### src/rtl/ssb_sync_pkg.sv
// Shared types and constants for the SSB sync controller and its window timer.
package ssb_sync_pkg;

    typedef enum logic [1:0] {
        SEARCH   = 2'd0,
        WAIT_SSS = 2'd1,
        LOCKED   = 2'd2,
        TRACK    = 2'd3
    } state_t;

    // Command to the window timer for the coming edge.
    typedef enum logic [1:0] {
        TMR_HOLD = 2'd0,
        TMR_CLR  = 2'd1,
        TMR_INC  = 2'd2,
        TMR_LOAD = 2'd3
    } tmr_op_t;

    localparam int N_ID_MAX = 1007;
    localparam int N_ID_W   = 10;

    // A cell id is consistent with a PSS sector when it is in range and N_id mod 3 == N_id_2.
    function automatic logic nid_consistent(input logic [N_ID_W-1:0] nid,
                                            input logic [1:0]        nid2);
        logic [N_ID_W-1:0] rem;
        rem = nid % N_ID_W'(3);
        return (nid <= N_ID_W'(N_ID_MAX)) && (rem == {{(N_ID_W-2){1'b0}}, nid2});
    endfunction

endpackage

### src/rtl/ssb_window_timer.sv
// Sample counter used for SSS timeout and the SSB flywheel, plus window compares
// and the timing-error subtract against the nominal SSB period.
module ssb_window_timer
    import ssb_sync_pkg::*;
#(
    parameter  int SSB_PERIOD  = 38400,
    parameter  int WINDOW_HALF = 64,
    parameter  int SSS_TIMEOUT = 2048,
    localparam int CNT_W       = $clog2(SSB_PERIOD + WINDOW_HALF + 1)
) (
    input  logic               clk_i,
    input  logic               reset_ni,
    input  tmr_op_t            op_i,
    output logic               sss_timeout_o,  // cnt has reached the SSS timeout
    output logic               open_next_o,    // next increment lands on the window opening
    output logic               in_window_o,    // cnt has not passed the window close
    output logic               win_close_o,    // cnt sits on the window close
    output logic signed [CNT_W:0] timing_err_o // cnt - SSB_PERIOD
);

    localparam logic [CNT_W-1:0] OPEN_PRE = CNT_W'(SSB_PERIOD - WINDOW_HALF - 1);
    localparam logic [CNT_W-1:0] CLOSE    = CNT_W'(SSB_PERIOD + WINDOW_HALF);
    localparam logic [CNT_W-1:0] TMO      = CNT_W'(SSS_TIMEOUT);
    localparam logic [CNT_W-1:0] HALF     = CNT_W'(WINDOW_HALF);
    localparam logic [CNT_W:0]   PERIOD   = (CNT_W+1)'(SSB_PERIOD);

    logic [CNT_W-1:0] cnt_q;

    // Counter: cleared on (re)reference, reloaded to WINDOW_HALF on a flywheel miss.
    always_ff @(posedge clk_i or negedge reset_ni) begin
        if (!reset_ni) begin
            cnt_q <= '0;
        end else begin
            case (op_i)
                TMR_CLR:  cnt_q <= '0;
                TMR_INC:  cnt_q <= cnt_q + CNT_W'(1);
                TMR_LOAD: cnt_q <= HALF;
                default:  cnt_q <= cnt_q;
            endcase
        end
    end

    assign sss_timeout_o = (cnt_q >= TMO);
    assign open_next_o   = (cnt_q >= OPEN_PRE);
    assign in_window_o   = (cnt_q <= CLOSE);
    assign win_close_o   = (cnt_q >= CLOSE);
    assign timing_err_o  = $signed({1'b0, cnt_q} - PERIOD);

endmodule

### src/rtl/ssb_sync_controller.sv
// SSB acquisition/tracking sequencer: gates PSS search, starts FFT demod,
// validates the SSS cell id, then flywheels over the SSB period with a narrow
// PSS window and drops lock after repeated misses.
module ssb_sync_controller
    import ssb_sync_pkg::*;
#(
    parameter  int SSB_PERIOD  = 38400,
    parameter  int WINDOW_HALF = 64,
    parameter  int SSS_TIMEOUT = 2048,
    parameter  int MAX_MISSES  = 4,
    localparam int CNT_W       = $clog2(SSB_PERIOD + WINDOW_HALF + 1),
    localparam int MISS_W      = $clog2(MAX_MISSES + 1)
) (
    input  logic                 clk_i,
    input  logic                 reset_ni,
    input  logic                 sample_valid_i,
    input  logic                 N_id_2_valid_i,
    input  logic [1:0]           N_id_2_i,
    input  logic                 N_id_valid_i,
    input  logic [N_ID_W-1:0]    N_id_i,
    output logic                 pss_search_en_o,
    output logic                 ssb_start_o,
    output logic [N_ID_W-1:0]    N_id_o,
    output logic                 locked_o,
    output logic [1:0]           state_o,
    output logic signed [CNT_W:0] timing_err_o,
    output logic                 timing_err_valid_o,
    output logic [MISS_W-1:0]    miss_cnt_o
);

    state_t                state_q;
    logic [1:0]            nid2_q;
    tmr_op_t               tmr_op;
    logic                  tmr_sss_to, tmr_open_next, tmr_in_win, tmr_close;
    logic signed [CNT_W:0] tmr_err;

    logic nid_ok, acq, sss_ok, sss_bad, sss_to, open_win, hit, miss, lose;

    ssb_window_timer #(
        .SSB_PERIOD  (SSB_PERIOD),
        .WINDOW_HALF (WINDOW_HALF),
        .SSS_TIMEOUT (SSS_TIMEOUT)
    ) u_timer (
        .clk_i        (clk_i),
        .reset_ni     (reset_ni),
        .op_i         (tmr_op),
        .sss_timeout_o(tmr_sss_to),
        .open_next_o  (tmr_open_next),
        .in_window_o  (tmr_in_win),
        .win_close_o  (tmr_close),
        .timing_err_o (tmr_err)
    );

    // Event decode; all compares use the counter value before this cycle's increment.
    assign nid_ok   = nid_consistent(N_id_i, nid2_q);
    assign acq      = (state_q == SEARCH) && N_id_2_valid_i;
    assign sss_ok   = (state_q == WAIT_SSS) && N_id_valid_i && nid_ok;
    assign sss_bad  = (state_q == WAIT_SSS) && N_id_valid_i && !nid_ok;
    // A result arriving on the timeout cycle takes precedence.
    assign sss_to   = (state_q == WAIT_SSS) && !N_id_valid_i && tmr_sss_to;
    assign open_win = (state_q == LOCKED) && sample_valid_i && tmr_open_next;
    assign hit      = (state_q == TRACK) && N_id_2_valid_i && (N_id_2_i == nid2_q) && tmr_in_win;
    assign miss     = (state_q == TRACK) && !hit && tmr_close;
    assign lose     = miss && (miss_cnt_o == MISS_W'(MAX_MISSES - 1));

    assign state_o  = state_q;

    // Timer command: clear on a new reference or when idle, reload on a flywheel miss.
    always_comb begin
        tmr_op = TMR_HOLD;
        if (state_q == SEARCH || sss_bad || sss_to || hit || lose)
            tmr_op = TMR_CLR;
        else if (miss)
            tmr_op = TMR_LOAD;
        else if (sample_valid_i)
            tmr_op = TMR_INC;
    end

    // Sequencer with registered outputs; strobes default low every cycle.
    always_ff @(posedge clk_i or negedge reset_ni) begin
        if (!reset_ni) begin
            state_q            <= SEARCH;
            pss_search_en_o    <= 1'b1;
            ssb_start_o        <= 1'b0;
            N_id_o             <= '0;
            locked_o           <= 1'b0;
            nid2_q             <= '0;
            timing_err_o       <= '0;
            timing_err_valid_o <= 1'b0;
            miss_cnt_o         <= '0;
        end else begin
            ssb_start_o        <= 1'b0;
            timing_err_valid_o <= 1'b0;
            case (state_q)
                SEARCH: begin
                    if (acq) begin
                        nid2_q          <= N_id_2_i;
                        ssb_start_o     <= 1'b1;
                        pss_search_en_o <= 1'b0;
                        state_q         <= WAIT_SSS;
                    end
                end
                WAIT_SSS: begin
                    if (sss_ok) begin
                        N_id_o     <= N_id_i;
                        locked_o   <= 1'b1;
                        miss_cnt_o <= '0;
                        state_q    <= LOCKED;
                    end else if (sss_bad || sss_to) begin
                        pss_search_en_o <= 1'b1;
                        state_q         <= SEARCH;
                    end
                end
                LOCKED: begin
                    if (open_win) begin
                        pss_search_en_o <= 1'b1;
                        state_q         <= TRACK;
                    end
                end
                TRACK: begin
                    if (hit) begin
                        timing_err_o       <= tmr_err;
                        timing_err_valid_o <= 1'b1;
                        ssb_start_o        <= 1'b1;
                        miss_cnt_o         <= '0;
                        pss_search_en_o    <= 1'b0;
                        state_q            <= LOCKED;
                    end else if (lose) begin
                        // Lock lost: no blind demod for this SSB.
                        locked_o        <= 1'b0;
                        miss_cnt_o      <= '0;
                        pss_search_en_o <= 1'b1;
                        state_q         <= SEARCH;
                    end else if (miss) begin
                        miss_cnt_o      <= miss_cnt_o + MISS_W'(1);
                        ssb_start_o     <= 1'b1;
                        pss_search_en_o <= 1'b0;
                        state_q         <= LOCKED;
                    end
                end
                default: begin
                    pss_search_en_o <= 1'b1;
                    state_q         <= SEARCH;
                end
            endcase
        end
    end

endmodule

### config.mk
export PLATFORM = sky130hd
export DESIGN_NAME = ssb_sync_controller
export DESIGN_NICKNAME = d
export VERILOG_FILES = /design/src/rtl/ssb_sync_pkg.sv /design/src/rtl/ssb_window_timer.sv /design/src/rtl/ssb_sync_controller.sv
export SDC_FILE = /design/constraint.sdc
export NUM_CORES = 1
export LEC_CHECK = 0
export BUFFER_PORTS_ARGS = -buffer_cell sky130_fd_sc_hd__clkbuf_2
export CORE_UTILIZATION = 32
export CTS_BUF_LIST = sky130_fd_sc_hd__clkbuf_2
export DETAILED_ROUTE_END_ITERATION = 10
export SKIP_LAST_GASP = 1
export SYNTH_ARGS = -nofsm -noshare
export SYNTH_HDL_FRONTEND = slang
export SYNTH_SLANG_ARGS = --single-unit
### constraint.sdc
create_clock -name clk_i -period 5.7 [get_ports clk_i]
set_clock_uncertainty 0.05 [all_clocks]
set_input_delay 0.285 -clock clk_i [delete_from_list [all_inputs] [get_ports clk_i]]
set_output_delay 0.285 -clock clk_i [all_outputs]
set_load 0.05 [all_outputs]
After elaboration in Yosys (flattened, before gate mapping)
Index checks and enable logic that the tools add are counted.
{ "classes": {"magnitude_cmp": 5, "addsub": 3, "reduce_logical": 33, "n_mux": 36, "n_eq_ne": 18, "n_div": 1} }
{ "ops": {"columns": ["op", "count"], "rows": [
  ["$pmux W16 S3", 1],
  ["$ge A16 B16 Y1 const B", 2],
  ["$mux W2", 10],
  ["$sub A16 B16 Y17 const B", 1],
  ["$add A16 B1 Y16 const B", 1],
  ["$ge A16 B12 Y1 const B", 1],
  ["$le A16 B16 Y1 const B", 1],
  ["$mux W1", 16],
  ["$logic_and A1 B1 Y1", 15],
  ["$mux W3", 4],
  ["$ne A2 B2 Y1 const B", 6],
  ["$eq A10 B2 Y1", 1],
  ["$le A10 B10 Y1 const B", 1],
  ["$mod A10 B2 Y10 const B", 1],
  ["$eq A2 B2 Y1 const B", 4],
  ["$pmux W2 S4", 1],
  ["$reduce_and A4 Y1", 2],
  ["$pmux W3 S2", 1],
  ["$reduce_and A2 Y1", 3],
  ["$logic_or A1 B1 Y1", 5],
  ["$reduce_and A5 Y1", 1],
  ["$eq A2 B1 Y1 const B", 2],
  ["$ne A4 B4 Y1 const B", 1],
  ["$pmux W1 S2", 2],
  ["11 further kinds", 13]
]} }
{ "totals": {"out_inout_bits": 36, "regBits": 54, "wordCells": 106} }

Logic depth before layout (Yosys ltp)
{ "logic_depth": {"depth_word": 12, "depth_mapped": 24, "depth_no_buf": 20} }

Cells and area by module
Synthesis repeated with hierarchy kept, for this count alone.
{ "hier_totals": {"cells_unflattened": 403, "area_unflattened_um2": 3844.9} }
{ "by_module_without_submodules": {"columns": ["mod", "cells_per_inst", "area_each_um2", "instances", "seq_area_each_um2"], "rows": [
  ["ssb_sync_controller", 276, 2761.4, 1, 952.2],
  ["ssb_window_timer", 127, 1083.5, 1, 400.4]
]} }

Worst setup path before layout
OpenSTA, ideal clock, no wires.
{ "synth_path": {"path_kind": "input to register", "from": "input N_id_i[8]", "to": "register N_id_o[1]", "t_required_ns": 5.522, "setup_time_ns": 0.128, "cell_stages": 23, "setup_slack_ns": 0.486, "n_path_buf": 4, "arrival_ns": 5.037, "cell_sequence": "buf_2 -> nor4b_1 -> mux2i_1 -> a22oi_1 -> or2_1 -> buf_2 -> nor3_1 -> o21a_1 -> ha_1 -> clkbuf_1 -> nor2_1 -> o211ai_1 -> and2_1 -> and3_1 -> a211oi_1 -> nor2_1 -> ha_1 -> nor4_4 -> a22oi_1 -> a211o_1 -> nor3_4 -> buf_4 -> mux2_1"} }
{ "synth_via": {"elab_chain_cells": 5, "elab_cells_between_ends": 6, "cone_classes": "div (1); order compare (1); eq/ne (1); reduce/logical (3)"} }
{ "synth_lines": {"columns": ["item", "line_no", "text"], "rows": [
  ["start, declared", "ssb_sync_controller.sv:20", "input logic [N_ID_W-1:0] N_id_i,"],
  ["$mod A10 B2 Y10", "ssb_sync_pkg.sv:26", "rem = nid % N_ID_W'(3);"],
  ["$eq A10 B2 Y1", "ssb_sync_pkg.sv:27", "return (nid <= N_ID_W'(N_ID_MAX)) && (rem == {{(N_ID_W-2){1'b0}}, nid2});"],
  ["$logic_and A1 B1 Y1 *", "ssb_sync_pkg.sv:27", null],
  ["$logic_and A1 B1 Y1 *", "ssb_sync_controller.sv:57", "assign sss_ok = (state_q == WAIT_SSS) && N_id_valid_i && nid_ok;"],
  ["$reduce_and A2 Y1 (no line) *", null, null],
  ["end signal, assigned", "ssb_sync_controller.sv:105", "N_id_o <= N_id_i;"],
  ["end, declared", "ssb_sync_controller.sv:23", "output logic [N_ID_W-1:0] N_id_o,"]
]} }
Every way passes the cells marked *; elsewhere a longest branch is shown, timed or not.
A chain may end at the register's enable or synchronous reset.

Worst setup path in the final report
{ "layout_path": {"from": "input N_id_i[4]", "to": "register N_id_o[4]"} }
{ "layout_via": {"elab_chain_cells": 5, "elab_cells_between_ends": 6, "cone_classes": "div (1); order compare (1); eq/ne (1); reduce/logical (3)"} }
{ "layout_lines": {"columns": ["item", "line_no"], "rows": [
  ["$mod A10 B2 Y10", "ssb_sync_pkg.sv:26"],
  ["$eq A10 B2 Y1", "ssb_sync_pkg.sv:27"],
  ["$logic_and A1 B1 Y1", "ssb_sync_pkg.sv:27"],
  ["$logic_and A1 B1 Y1", "ssb_sync_controller.sv:57"],
  ["$reduce_and A2 Y1 (no line)", null]
]} }
Several ways; a longest one is shown, not always the timed one.

==> summary.json <==
{
  "drt-total-wl_mm": 9.54,
  "postSynth.topFlopCell": "dfrtp_1",
  "synth_area_leaders": "dfrtp_1 35%, nand2_1 5.9%, o21ai_0 3.7%",
  "globalplace.congestion": 0.894,
  "place_inst": 613,
  "post_synth_design_cell_area_um2": 3770,
  "residual_drc_count": 0,
  "crit_chain": "clkbuf_2 -> nor4b_1 -> mux2i_1 -> a22oi_1 -> or2_1 -> nor3_1 -> o21a_1 -> ha_1 -> inv_1 -> o21ai_0 -> nor4_1 -> nor3_1 -> a211oi_1 -> nor2_1 -> ha_1 -> nor4_4 -> a22oi_1 -> a211o_1 -> nor3_4 -> buf_4 -> mux2_1",
  "floorplan.die.width_um": 111,
  "yosys_register_bits": 54,
  "first_iter_violations": 405,
  "setup_viol": 0,
  "floorplan.die.height_um": 111,
  "required_ns": 5.99,
  "h-tree-depth": 2,
  "period_utilization_post_route_pct": 93.2,
  "cpPeakStageDelay_ns": 0.52,
  "syn-num-nets": 456,
  "cap_violations": 0,
  "synth_top_cell_by_area": "dfrtp_1",
  "cts.sinks": 54,
  "ant_nets": 0,
  "maxSlewHeadroom_pct": 50.4,
  "netlist.area_leader.share_pct": 35.2,
  "synth_seq_area_share_pct": 35.9,
  "flow.area_growth_from_synthesis_pct": 12.8,
  "grt_antenna_before_repair": 0,
  "worst-r2r-cell-count": 10,
  "overflow": 0,
  "detail_route.vias_per_cell": 5.51,
  "crit_buf_inv": 3,
  "critical_path_arrival_ns": 5.61,
  "nNetsFinal": 506,
  "die_outline_area_um2": 12200,
  "worst-slew-pin-transition_ns": 0.738,
  "power.leakage_nw": 1.93,
  "cts_max_path_buffers": 2,
  "synth_enable_flop_cells": 0,
  "critPathCaptureType": "flop",
  "synth.most_common_cell": "nand2_1",
  "path_max_fanout": 14,
  "postCtsResizedCells": 0,
  "grt_start_max_net_pins": 55,
  "final_cell_count_no_fill": 622,
  "critical_path.slowest_cell": "a211oi_1",
  "clock_tree_root_driver_cell": "clkbuf_2",
  "grt_util_all_layers_pct": 15.5,
  "cts.reportedPaths.clkPinSlew_ns": 0.25,
  "num_rows": 39,
  "power_density_normalized_to_cell_area_nw_per_um2": 337,
  "cp_top_family": "simple AND/OR/NAND/NOR gates",
  "hold_path_cell_cnt": 2,
  "tns_ns": 0,
  "holdCritPathClass": "input pin to flop",
  "postSynthCellCount": 428,
  "post_synth.cell_area_avg_um2": 8.81,
  "port_buffers": 52,
  "vdd_ir_drop_max_mv": 0.219,
  "post-cts-setup-buffers": 0,
  "via_count": 3427,
  "synth_async_sr_flop_share_pct": 100,
  "synth_commonest_cells": "59 x nand2_1, 53 x dfrtp_1, 28 x o21ai_0, 26 x nor2_1, 18 x inv_1",
  "run_status": "complete, no violations",
  "worstSkewPairLatency_ns": 0.43,
  "tritoncts": "yes",
  "io_pins": 53,
  "criticalPathCategory": "input pin to flop",
  "unrepaired_setup_endpoints_after_global_routing": "no",
  "hold_viol": 0,
  "count_of_final_max_slew_check_failures": 0,
  "critPathLaunchType": "input pin",
  "first_global_vias": 3306,
  "initial_core_util_pct": 32.9,
  "post_synth_num_cell_types": 75,
  "f_max_mhz": 188,
  "detailedPlacementHpwl_mm": 7.12,
  "cts-buffers-inserted": 5,
  "firstDrtPassIters": 5,
  "cts_hold_buffers": 1,
  "wl_per_cell_um": 15.3,
  "grt_pass1_wl_mm": 16.1,
  "critical_path_cell_count": 21,
  "period_needed_ns": 5.31,
  "synth-warning-count": 0,
  "design.core.area_um2": 11500,
  "antenna-diode-count": 0,
  "share_of_post_route_cells_with_drive_strength_above_1_pct": 19.8
}
cell usage in the layout, fill, tap and decap left out, types with 3 or more instances in the layout:
master,Yosys,layout
and3_1,7,7
nand3_1,12,12
o32a_1,3,3
inv_1,18,18
nand2b_1,3,3
a31oi_1,3,3
and2_1,3,3
nor2b_1,3,3
xor2_1,11,11
a22oi_1,6,6
o211ai_1,8,8
nor2_1,26,26
buf_4,3,14
nand4_1,14,14
mux2_1,9,9
o21a_1,6,6
nand3b_1,5,5
dfrtp_1,53,53
nand2_1,59,59
xnor2_1,9,9
mux2i_1,6,6
o31ai_1,3,3
mux2_2,6,6
ha_1,11,11
o21ai_0,28,28
nor3b_1,3,3
clkbuf_2,0,58
nor3_1,15,15
a21oi_1,15,15
a211oi_1,5,5
kinds of logic (layout without fill, tap and decap cells):
logic type | count (synthesis) | count (layout) | synth area share, %
AO/OA/AOI/OAI | 109 | 109 | 21.0
XOR/XNOR | 20 | 20 | 4.65
AND/OR/NAND/NOR | 168 | 168 | 23.3
adder cells (fa/ha/maj) | 12 | 12 | 3.95
buffers and inverters | 43 | 94 | 4.78
multiplexers | 22 | 22 | 6.47
flip-flops | 54 | 54 | 35.9
report_power, final:
group	switching [W]	internal, W
sequential	0.0000607	0.000460
combinational	0.000525	0.000239
clock	0.000117	0.0000302
total	0.000703	0.000729
worst register-to-register path, delay by kind of cell (launching register included):
family | cells | cell delay [ns]
compound gates | 3 | 0.75
simple gates | 6 | 1.58
mux | 1 | 0.22
flops | 1 | 0.51
final cells by class:
| type | count | area (um^2) |
|---|---|---|
| clock inverters | 2 | 8.76 |
| fillers | 1154 | 7210 |
| clock buffers | 6 | 30.0 |
| inverters | 19 | 71.3 |
| well taps | 143 | 179 |
| multi-input cells | 331 | 2240 |
| flip-flops and latches | 54 | 1350 |
| repair buffers | 67 | 375 |
per-stage QoR:
stage                     hold slack (ns)  power, W  utilization, %  area (um^2)  setup WS, ns
after floorplan                   -0.0606   0.00109               -         3770         0.486
after global placement              0.406   0.00128            36.7         4210         0.289
after detailed placement            0.411   0.00129            36.7         4210        0.0130
after CTS                          0.0332   0.00144            37.1         4250         0.499
after global routing               0.0134   0.00152            37.1         4250        0.0215
final                              0.0639   0.00143            37.1         4250         0.386
layer usage:
layer	global-route usage, %	part of all wire, %	vias up
met5	0	0	-
met4	3.64	1.0	0
met3	2.52	5.6	11
met2	26.0	49	90
met1	20.7	45	1664
li1	-	-	1662
flip-flops by register name, indices dropped and copies added (netlist names):
signal              flops
nid2_q                  2
miss_cnt_o              3
state_o                 2
u_timer.cnt_q          16
pss_search_en_o         1
timing_err_valid_o      1
locked_o                1
N_id_o                 10
ssb_start_o             1
timing_err_o           17
worst paths after layout:
kind                       slack (ns)               from                end
hold reg to reg                  0.47    timing_err_o[3]    timing_err_o[3]
max in group asynchronous        4.73           reset_ni          nid2_q[0]
setup / recovery                 0.39          N_id_i[4]          N_id_o[4]
hold / removal                   0.06        N_id_2_i[1]          nid2_q[1]
setup reg to reg                 2.55  u_timer.cnt_q[14]  u_timer.cnt_q[12]
min in group asynchronous        0.43           reset_ni   timing_err_o[11]
Power figures use the tool's default switching activity.
